--- src/rtl/readout_pkg.sv ---
// Shared parameters, FSM state type and output saturation for the reservoir readout stage.
package readout_pkg;

   localparam int unsigned N_NEURONS = 10;
   localparam int unsigned WIN_LEN   = 16;
   localparam int unsigned CNT_W     = 8;
   localparam int unsigned W_W       = 16;
   localparam int unsigned ACC_W     = 32;
   localparam int unsigned OUT_W     = 16;
   localparam int unsigned Q_FRAC    = 10;

   typedef enum logic [1:0] {
      StIdle,
      StAccum,
      StMac,
      StOut
   } state_e;

   // Clamp a Q.10 accumulator to the signed OUT_W range.
   function automatic logic [OUT_W-1:0] sat_to_out(input logic signed [ACC_W-1:0] acc);
      logic signed [ACC_W-1:0] max_v;
      logic signed [ACC_W-1:0] min_v;
      max_v = $signed({{(ACC_W-OUT_W+1){1'b0}}, {(OUT_W-1){1'b1}}});
      min_v = $signed({{(ACC_W-OUT_W+1){1'b1}}, {(OUT_W-1){1'b0}}});
      if (acc > max_v) begin
         sat_to_out = max_v[OUT_W-1:0];
      end else if (acc < min_v) begin
         sat_to_out = min_v[OUT_W-1:0];
      end else begin
         sat_to_out = acc[OUT_W-1:0];
      end
   endfunction

endpackage

--- src/rtl/spike_window_counter.sv ---
// Counts spikes per neuron over WIN_LEN enabled cycles and snapshots the counts at window close.
module spike_window_counter
   import readout_pkg::*;
(
   input  logic                                 clk,
   input  logic                                 rst,
   input  logic                                 en,
   input  logic [N_NEURONS-1:0]                 spikes,
   output logic                                 win_close,
   output logic [N_NEURONS-1:0][CNT_W-1:0]      snapshot
);

   logic [CNT_W-1:0]                  win_cnt_q;
   logic [N_NEURONS-1:0][CNT_W-1:0]   cnt_q;

   always_comb begin
      win_close = en && (win_cnt_q == CNT_W'(WIN_LEN - 1));
   end

   always_ff @(posedge clk) begin
      if (!rst) begin
         win_cnt_q <= '0;
         cnt_q     <= '0;
         snapshot  <= '0;
      end else if (en) begin
         if (win_close) begin
            // The closing cycle's spikes land in the snapshot; the next window starts empty.
            win_cnt_q <= '0;
            for (int i = 0; i < int'(N_NEURONS); i++) begin
               snapshot[i] <= cnt_q[i] + CNT_W'(spikes[i]);
               cnt_q[i]    <= '0;
            end
         end else begin
            win_cnt_q <= win_cnt_q + 1'b1;
            for (int i = 0; i < int'(N_NEURONS); i++) begin
               cnt_q[i] <= cnt_q[i] + CNT_W'(spikes[i]);
            end
         end
      end
   end

endmodule

--- src/rtl/reservoir_readout.sv ---
// Linear readout of the LIF ring reservoir: bias + sum(count_i * w_i) in Q6.10, one MAC per cycle.
module reservoir_readout
   import readout_pkg::*;
(
   input  logic                        clk,
   input  logic                        rst,
   input  logic                        en,
   input  logic [N_NEURONS-1:0]        spikes,
   input  logic                        w_we,
   input  logic [3:0]                  w_addr,
   input  logic signed [W_W-1:0]       w_data,
   output logic signed [OUT_W-1:0]     y_out,
   output logic                        y_valid,
   output logic                        busy,
   output logic                        w_err
);

   localparam logic [3:0]    LastIdx  = 4'(N_NEURONS - 1);
   localparam logic [3:0]    BiasAddr = 4'(N_NEURONS);
   localparam int unsigned   ProdW    = CNT_W + 1 + W_W;

   state_e                           state_q, state_d;
   logic [3:0]                       idx_q;
   logic signed [ACC_W-1:0]          acc_q;
   logic [N_NEURONS-1:0][W_W-1:0]    weights_q;
   logic signed [W_W-1:0]            bias_q;
   logic                             win_close;
   logic [N_NEURONS-1:0][CNT_W-1:0]  snapshot;
   logic signed [ProdW-1:0]          prod;

   spike_window_counter u_counter (
      .clk       (clk),
      .rst       (rst),
      .en        (en),
      .spikes    (spikes),
      .win_close (win_close),
      .snapshot  (snapshot)
   );

   always_comb begin
      state_d = state_q;
      unique case (state_q)
         StIdle:  if (en) state_d = StAccum;
         StAccum: if (win_close) state_d = StMac;
         StMac:   if (idx_q == LastIdx) state_d = StOut;
         StOut:   state_d = StAccum;
         default: state_d = StIdle;
      endcase
   end

   always_comb begin
      busy = (state_q == StMac) || (state_q == StOut);
      // Counts are unsigned, so zero-extend before the signed multiply.
      prod = $signed({1'b0, snapshot[idx_q]}) * $signed(weights_q[idx_q]);
   end

   always_ff @(posedge clk) begin
      if (!rst) begin
         state_q   <= StIdle;
         idx_q     <= '0;
         acc_q     <= '0;
         weights_q <= '0;
         bias_q    <= '0;
         y_out     <= '0;
         y_valid   <= 1'b0;
         w_err     <= 1'b0;
      end else begin
         state_q <= state_d;
         y_valid <= 1'b0;
         w_err   <= 1'b0;

         if (state_q == StAccum && win_close) begin
            acc_q <= ACC_W'(bias_q);
            idx_q <= '0;
         end

         if (state_q == StMac) begin
            acc_q <= acc_q + ACC_W'(prod);
            idx_q <= (idx_q == LastIdx) ? '0 : idx_q + 1'b1;
         end

         if (state_q == StOut) begin
            y_out   <= sat_to_out(acc_q);
            y_valid <= 1'b1;
         end

         // Weights are frozen while busy so the MAC always sees one consistent set.
         if (w_we) begin
            if (busy) begin
               w_err <= 1'b1;
            end else if (w_addr < BiasAddr) begin
               weights_q[w_addr] <= w_data;
            end else if (w_addr == BiasAddr) begin
               bias_q <= w_data;
            end
         end
      end
   end

endmodule

--- config.mk ---
export PLATFORM = sky130hd
export DESIGN_NAME = reservoir_readout
export DESIGN_NICKNAME = d
export VERILOG_FILES = /design/src/rtl/readout_pkg.sv /design/src/rtl/spike_window_counter.sv /design/src/rtl/reservoir_readout.sv
export SDC_FILE = /design/constraint.sdc
export NUM_CORES = 1
export LEC_CHECK = 0
export CAP_MARGIN = 30
export CORE_UTILIZATION = 60
export CTS_BUF_LIST = sky130_fd_sc_hd__clkbuf_2
export DETAILED_ROUTE_END_ITERATION = 8
export GPL_ROUTABILITY_DRIVEN = 0
export GPL_TIMING_DRIVEN = 0
export MAX_ROUTING_LAYER = met4
export PLACE_DENSITY = 0.74
export SLEW_MARGIN = 20
export SYNTH_ARGS = -nofsm -noshare
export SYNTH_HDL_FRONTEND = slang
export SYNTH_SLANG_ARGS = --single-unit
--- constraint.sdc ---
create_clock -name clk -period 7.3 [get_ports clk]
set_clock_uncertainty 0.2 [all_clocks]
set_input_delay 1.095 -clock clk [delete_from_list [all_inputs] [get_ports clk]]
set_output_delay 1.095 -clock clk [all_outputs]
set_load 0.05 [all_outputs]
== Yosys cells after proc, flatten, opt, wreduce, memory -nomap -nowiden ==
Cells that the tools add are included.

* Input port bits: 34
* Word-level logic and storage cells: 102
* Register bits after elaboration: 400

* Reductions and logical operators: 11
* Muxes and demuxes: 22
* $add $sub $neg: 13
* Multipliers: 1
* Bitwise gates (word level): 2
* Equality and inequality tests: 9
* $lt $le $gt $ge: 6

{| class="wikitable"
|+ Operator list
! operator !! count
|-
| 160-bit bitwise mux || 1
|-
| 8-bit by 1-bit adder with 8-bit output || 10
|-
| 80-bit two-way mux || 1
|-
| 16-bit binary-select mux with 4-bit select || 1
|-
| 16-bit demux with 4-bit select || 1
|-
| 16-bit two-way mux || 4
|-
| 32-bit two-way mux || 2
|-
| 32-bit by 25-bit adder with 32-bit output || 1
|-
| 8-bit binary-select mux with 4-bit select || 1
|-
| 32-bit by 16-bit > comparator with 1-bit output (second input constant) || 1
|-
| 32-bit by 16-bit less-than comparator with 1-bit output (second input constant) || 1
|-
| 9-bit by 16-bit multiplier with 25-bit output || 1
|-
| 8-bit two-way mux || 2
|-
| 4-bit two-way mux || 3
|-
| 4-bit by 5-bit less-than comparator with 1-bit output (second input constant) || 2
|-
| 8-bit by 1-bit adder with 8-bit output (second input constant) || 1
|-
| 4-bit == test (second input constant) || 2
|-
| 8-bit by 4-bit == test with 1-bit output (second input constant) || 1
|-
| 2-bit one-hot mux with 4 select lines || 1
|-
| 2-bit two-way mux || 3
|-
| 3-bit AND reduction || 2
|-
| 4-bit by 1-bit adder with 4-bit output (second input constant) || 1
|-
| 2-bit == test (second input constant) || 2
|-
| 4-bit by 1-bit >= comparator with 1-bit output (second input constant) || 1
|-
| other kinds (12) || 18
|}

== Longest topological paths before layout ==
* Word-level depth: 5
* Mapped depth: 28
* Gate-level depth less buffers: 24

== By module ==
A second synthesis with hierarchy kept.

* Cells, all modules: 2,729
* Area, all modules: 23,636.4 µm²

{| class="wikitable"
|+ By module, submodules not included
! module !! cells an instance !! area each (µm²) !! times used
|-
| reservoir_readout || 1,917 || 16,448.3 || 1
|-
| spike_window_counter || 812 || 7,188.1 || 1
|}

== Least setup slack after synthesis ==
Ideal clock, no wire load.

* Path kind: register to register
* From: register idx_q[0]
* To: register acc_q[31]
* Data required time: 6,984 ps
* Buffers on the path: 3
* Stages on the path, launching flop included: 25
* Arrival: 6,178 ps
* Setup time: 116 ps
* Path slack: 806 ps
* Cells stage by stage: dfxtp_1 > buf_6 > buf_12 > buf_6 > mux4_2 > mux2i_1 > o22a_1 > nor2_1 > fa_1 > inv_1 > fa_1 > inv_1 > fa_1 > fa_1 > inv_1 > fa_1 > inv_1 > ha_1 > a21oi_1 > o21bai_1 > o21a_1 > o21ai_0 > a21oi_1 > or3_1 > a41o_1

* Longest elaborated chain between the ends: 5

{| class="wikitable"
|+ Ends and longest elaborated chain
! what !! RTL line !! text
|-
| start: declaration || reservoir_readout.sv:23 || <nowiki>logic [3:0] idx_q;</nowiki>
|-
| start signal: assignment || reservoir_readout.sv:79 || <nowiki>idx_q <= (idx_q == LastIdx) ? '0 : idx_q + 1'b1;</nowiki>
|-
| 8-bit binary-select mux with 4-bit select / 16-bit binary-select mux with 4-bit select (equally long branches) || reservoir_readout.sv:54 || <nowiki>prod = $signed({1'b0, snapshot[idx_q]}) * $signed(weights_q[idx_q]);</nowiki>
|-
| 8-bit two-way mux (not written as such) / 16-bit two-way mux (equally long branches) || reservoir_readout.sv:54 ||
|-
| 9-bit by 16-bit multiplier with 25-bit output * || reservoir_readout.sv:54 ||
|-
| 32-bit by 25-bit adder with 32-bit output * || reservoir_readout.sv:78 || <nowiki>acc_q <= acc_q + ACC_W'(prod);</nowiki>
|-
| 32-bit two-way mux * || reservoir_readout.sv:77 || <nowiki>if (state_q == StMac) begin</nowiki>
|-
| end signal: assignment || reservoir_readout.sv:73 || <nowiki>acc_q <= ACC_W'(bias_q);</nowiki>
|-
| end signal: assignment || reservoir_readout.sv:78 ||
|-
| end: declaration || reservoir_readout.sv:24 || <nowiki>logic signed [ACC_W-1:0] acc_q;</nowiki>
|}

Mark *: on every way between the ends. The rest lies on a longest branch, timed or not. The select of a mux whose other input is x is not followed.
A chain may end at the register's enable or synchronous reset.

== Worst setup path in the final report ==
* From: register idx_q[0]
* To: register acc_q[28]

Same word-level chain as after synthesis.

==> flow_summary_export.csv <==
group,metric,value,unit
critical_path,critPathMaxStageDelay,0.60,ns
clock_network,h-tree-depth,3,
yosys,synth.ff_latch_count,400,
drt,vias,20700,
yosys,synth-edff-count,0,
yosys,ys_seq_area_share,33.2,%
yosys,synthArstFlopShare,0,%
hold_path,min-delay-path-class,"reg -> reg",
yosys,synth_cells,2743,
timing,timing.fmax,140,MHz
pwr,finalPower,5.19,mW
floorplan,dieHeight,202,µm
placement,numPortBuffers,51,
drt,wire_per_inst,20.0,µm
yosys,synth_nets,3002,
timing,tightest_slew,0.879,ns
pwr,leakage,11.3,nW
finish,nets,3175,
clock_network,clock_path_buffers,3,
job,cap_violations,0,
hold_path,hold_depth,2,
timing,min_period_over_period,97.9,%
critical_path,crit_fanout,10,
finish,final_cell_mix,"dfxtp_1, nand2_1, nor2_1",
yosys,synth-warning-count,0,
grt,grt_pass1_wl,110000,µm
timing,slew_viol_final,0,
floorplan,rows,73,
critical_path,reg2reg_slack,0.16,ns
grt,grt_pass1_vias,20800,
clock_network,cts_tree,"built",
timing,hold_viol,0,
critical_path,critPathBufInv,9,
pwr,vdd_drop_max,0.124,mV
critical_path,start_kind,"flip-flop",
yosys,postSynthAreaPerCell,8.79,µm²
yosys,synth_area,24100,µm²
critical_path,required,8.09,ns
clock_network,cts-root-buf,"clkbuf_2",
timing,slew_headroom,41.4,%
grt,grt_util_all_layers,35.5,%
hold_path,worstHoldStart,"weights_q[0]",
finish,area.growth.synth_to_final,11.0,%
drt,totalWireLength,70500,µm
critical_path,path_cells,"buf_6, buf_12, buf_8, buf_8, mux2i_1, o22ai_2, buf_4, and2_1, fa_2, fa_2, buf_4, fa_1, fa_1, inv_1, fa_1, inv_1, ha_1, buf_2, nand4_1, or4_1, a21oi_2, o21ai_1, o311ai_1",
grt,grt_max_degree,16,
drt,firstDrtPassIters,6,
floorplan,coreArea,39600,µm²
critical_path,worst_r2r_path_depth,23,
floorplan,start_util,60.8,%
timing,rsz0062_at_grt,"true",
timing,min_period,7.14,ns
critical_path,crit_arrival,7.93,ns
critical_path,r2r-start,"idx_q[0]",
floorplan,io_pins,53,
finish,final_cell_area,26800,µm²
hold_path,min_to,"weights_q[0]",
placement,hpwlAfterDp,53400,µm
finish,final_common_cell,"dfxtp_1",
clock_network,cts.sinks,400,
clock_network,cts_made_buffers,102,
drt,drc,0,
grt,overflow,0,
floorplan,die_area,41000,µm²
critical_path,worst_r2r_endpoint,"acc_q[28]",
run_status,status,"finished clean",
pwr,powerDensity,194,nW/µm²
floorplan,fp.dieW,202,µm
yosys,ys_types,81,
clock_network,clk_pin_slew,0.11,ns
finish,drive_above_1_share,12.4,%
drt,ant_nets,0,
yosys,ys.flop_type,"dfxtp_1",
critical_path,cp_top_family,"adder cells",
drt,via_per_inst,5.88,
critical_path,path_common_cell,"fa_1",
drt,drt_iter0_drc,1851,
timing,final-setup-viol-count,0,
critical_path,slowest_stage,"fa_2",
clock_network,clock_latency,1.10,ns
grt,antenna_found_initial,3,
critical_path,path_class,"reg -> reg",
critical_path,end_kind,"flip-flop",
placement,place_area,25300,µm²
==> cell usage after synthesis (13+ instances only) <==
cell type | instances | area share [%]
o22a_1 | 13 | 0.47
nor3b_1 | 13 | 0.40
a21o_1 | 20 | 0.62
nor3_1 | 14 | 0.29
clkbuf_1 | 125 | 1.9
fa_1 | 132 | 11
nand3_1 | 88 | 1.8
a211oi_1 | 69 | 2.1
buf_2 | 40 | 0.83
o22ai_1 | 60 | 1.6
mux4_2 | 42 | 3.9
o21ai_0 | 75 | 1.6
and3_1 | 24 | 0.62
nand2b_1 | 39 | 1.0
nand2_1 | 307 | 4.8
nor2_1 | 283 | 4.4
and2_1 | 52 | 1.3
a21oi_1 | 234 | 4.9
xor2_1 | 13 | 0.47
inv_1 | 240 | 3.7
xnor2_1 | 66 | 2.4
nor2b_1 | 13 | 0.34
dfxtp_1 | 400 | 33
ha_1 | 93 | 4.8
mux2i_1 | 150 | 6.2
==> worst max-delay path by stage <==
stage	from	end	slack [ns]	cells past startpoint
after floorplan	idx_q[0]	acc_q[31]	0.81	24
after global placement	idx_q[1]	acc_q[31]	-0.60	24
after detailed placement	idx_q[1]	acc_q[25]	-0.40	24
after CTS	idx_q[0]	acc_q[31]	0.02	24
after global routing	idx_q[0]	acc_q[31]	-0.02	25
final	idx_q[0]	acc_q[28]	0.16	23
==> cell type report <==
cell class	instances	area, µm²
inverters	240	905
clock buffers	142	711
multi-input cells	1911	14600
well taps	525	657
clock inverters	39	272
fillers	3293	12900
flip-flops and latches	400	8010
plain buffers	190	937
repair buffers	71	686
diodes	5	12.5
==> power breakdown <==
part / internal, mW / switching, mW / leakage [nW]
logic: 0.431 / 0.751 / 7.35
registers: 2.27 / 0.0965 / 3.23
clock network: 0.675 / 0.966 / 0.721
==> state kept, by name (all words and copies together), names as in the netlist, 2 cells and up <==
signal and flops:
u_counter.win_cnt_q 8, acc_q 32, state_q 2, idx_q 4, y_out 16, u_counter.snapshot 80
u_counter.cnt_q 80, weights_q 160, bias_q 16
==> metrics by stage <==
stage          worst slack (ns)  setup TNS, ns  utilization, %  std cells  hold slack, ns
4_1_cts                  0.0190              0            66.5       3502           0.258
6_report                  0.157              0            67.5       3523           0.257
3_3_place_gp             -0.600          -5.56            63.8       3319           0.237
5_1_grt                 -0.0213        -0.0382            67.5       3523           0.277
2_1_floorplan             0.806              0               -       2743           0.232
3_5_place_dp             -0.396          -3.17            63.8       3320           0.246
==> worst register-to-register path: stages, from the launching register on <==
cell and delay, ns:
dfxtp_1 0.40, buf_6 0.15, buf_12 0.16, buf_8 0.20, buf_8 0.20, mux2i_1 0.36
o22ai_2 0.18, buf_4 0.21, and2_1 0.19, fa_2 0.60, fa_2 0.50, buf_4 0.17
fa_1 0.50, fa_1 0.56, inv_1 0.06, fa_1 0.50, inv_1 0.04, ha_1 0.26
buf_2 0.21, nand4_1 0.21, or4_1 0.57, a21oi_2 0.23, o21ai_1 0.15, o311ai_1 0.27
==> what timing repair did <==
| action | in CTS | in global routing |
|---|---|---|
| setup buffers | 2 | 17 |
| hold buffers | 0 | 0 |
| endpoints found under the hold margin | 0 | 0 |
| setup endpoints to repair | 13 | 16 |
| resized for setup | 21 | 65 |
| pin swaps | 2 | 7 |
==> cell families after synthesis <==
group                    synth area share (%)
AND/OR/NAND/NOR                          16.6
AO/OA/AOI/OAI                            13.1
buffers and inverters                    7.39
flip-flops                               33.2
adder cells (fa/ha/maj)                  15.8
multiplexers                             11.1
XOR/XNOR                                 2.87
==> layer usage <==
layer | vias to the layer above | track usage (%) | wire [µm]
met4 | 0 | 16.7 | 3050
met3 | 193 | 6.97 | 5770
met1 | 10000 | 43.0 | 28300
li1 | 9635 | - | -
met5 | - | - | 0
met2 | 862 | 56.9 | 33400
Note: power is estimated with default switching activity, not from simulation.
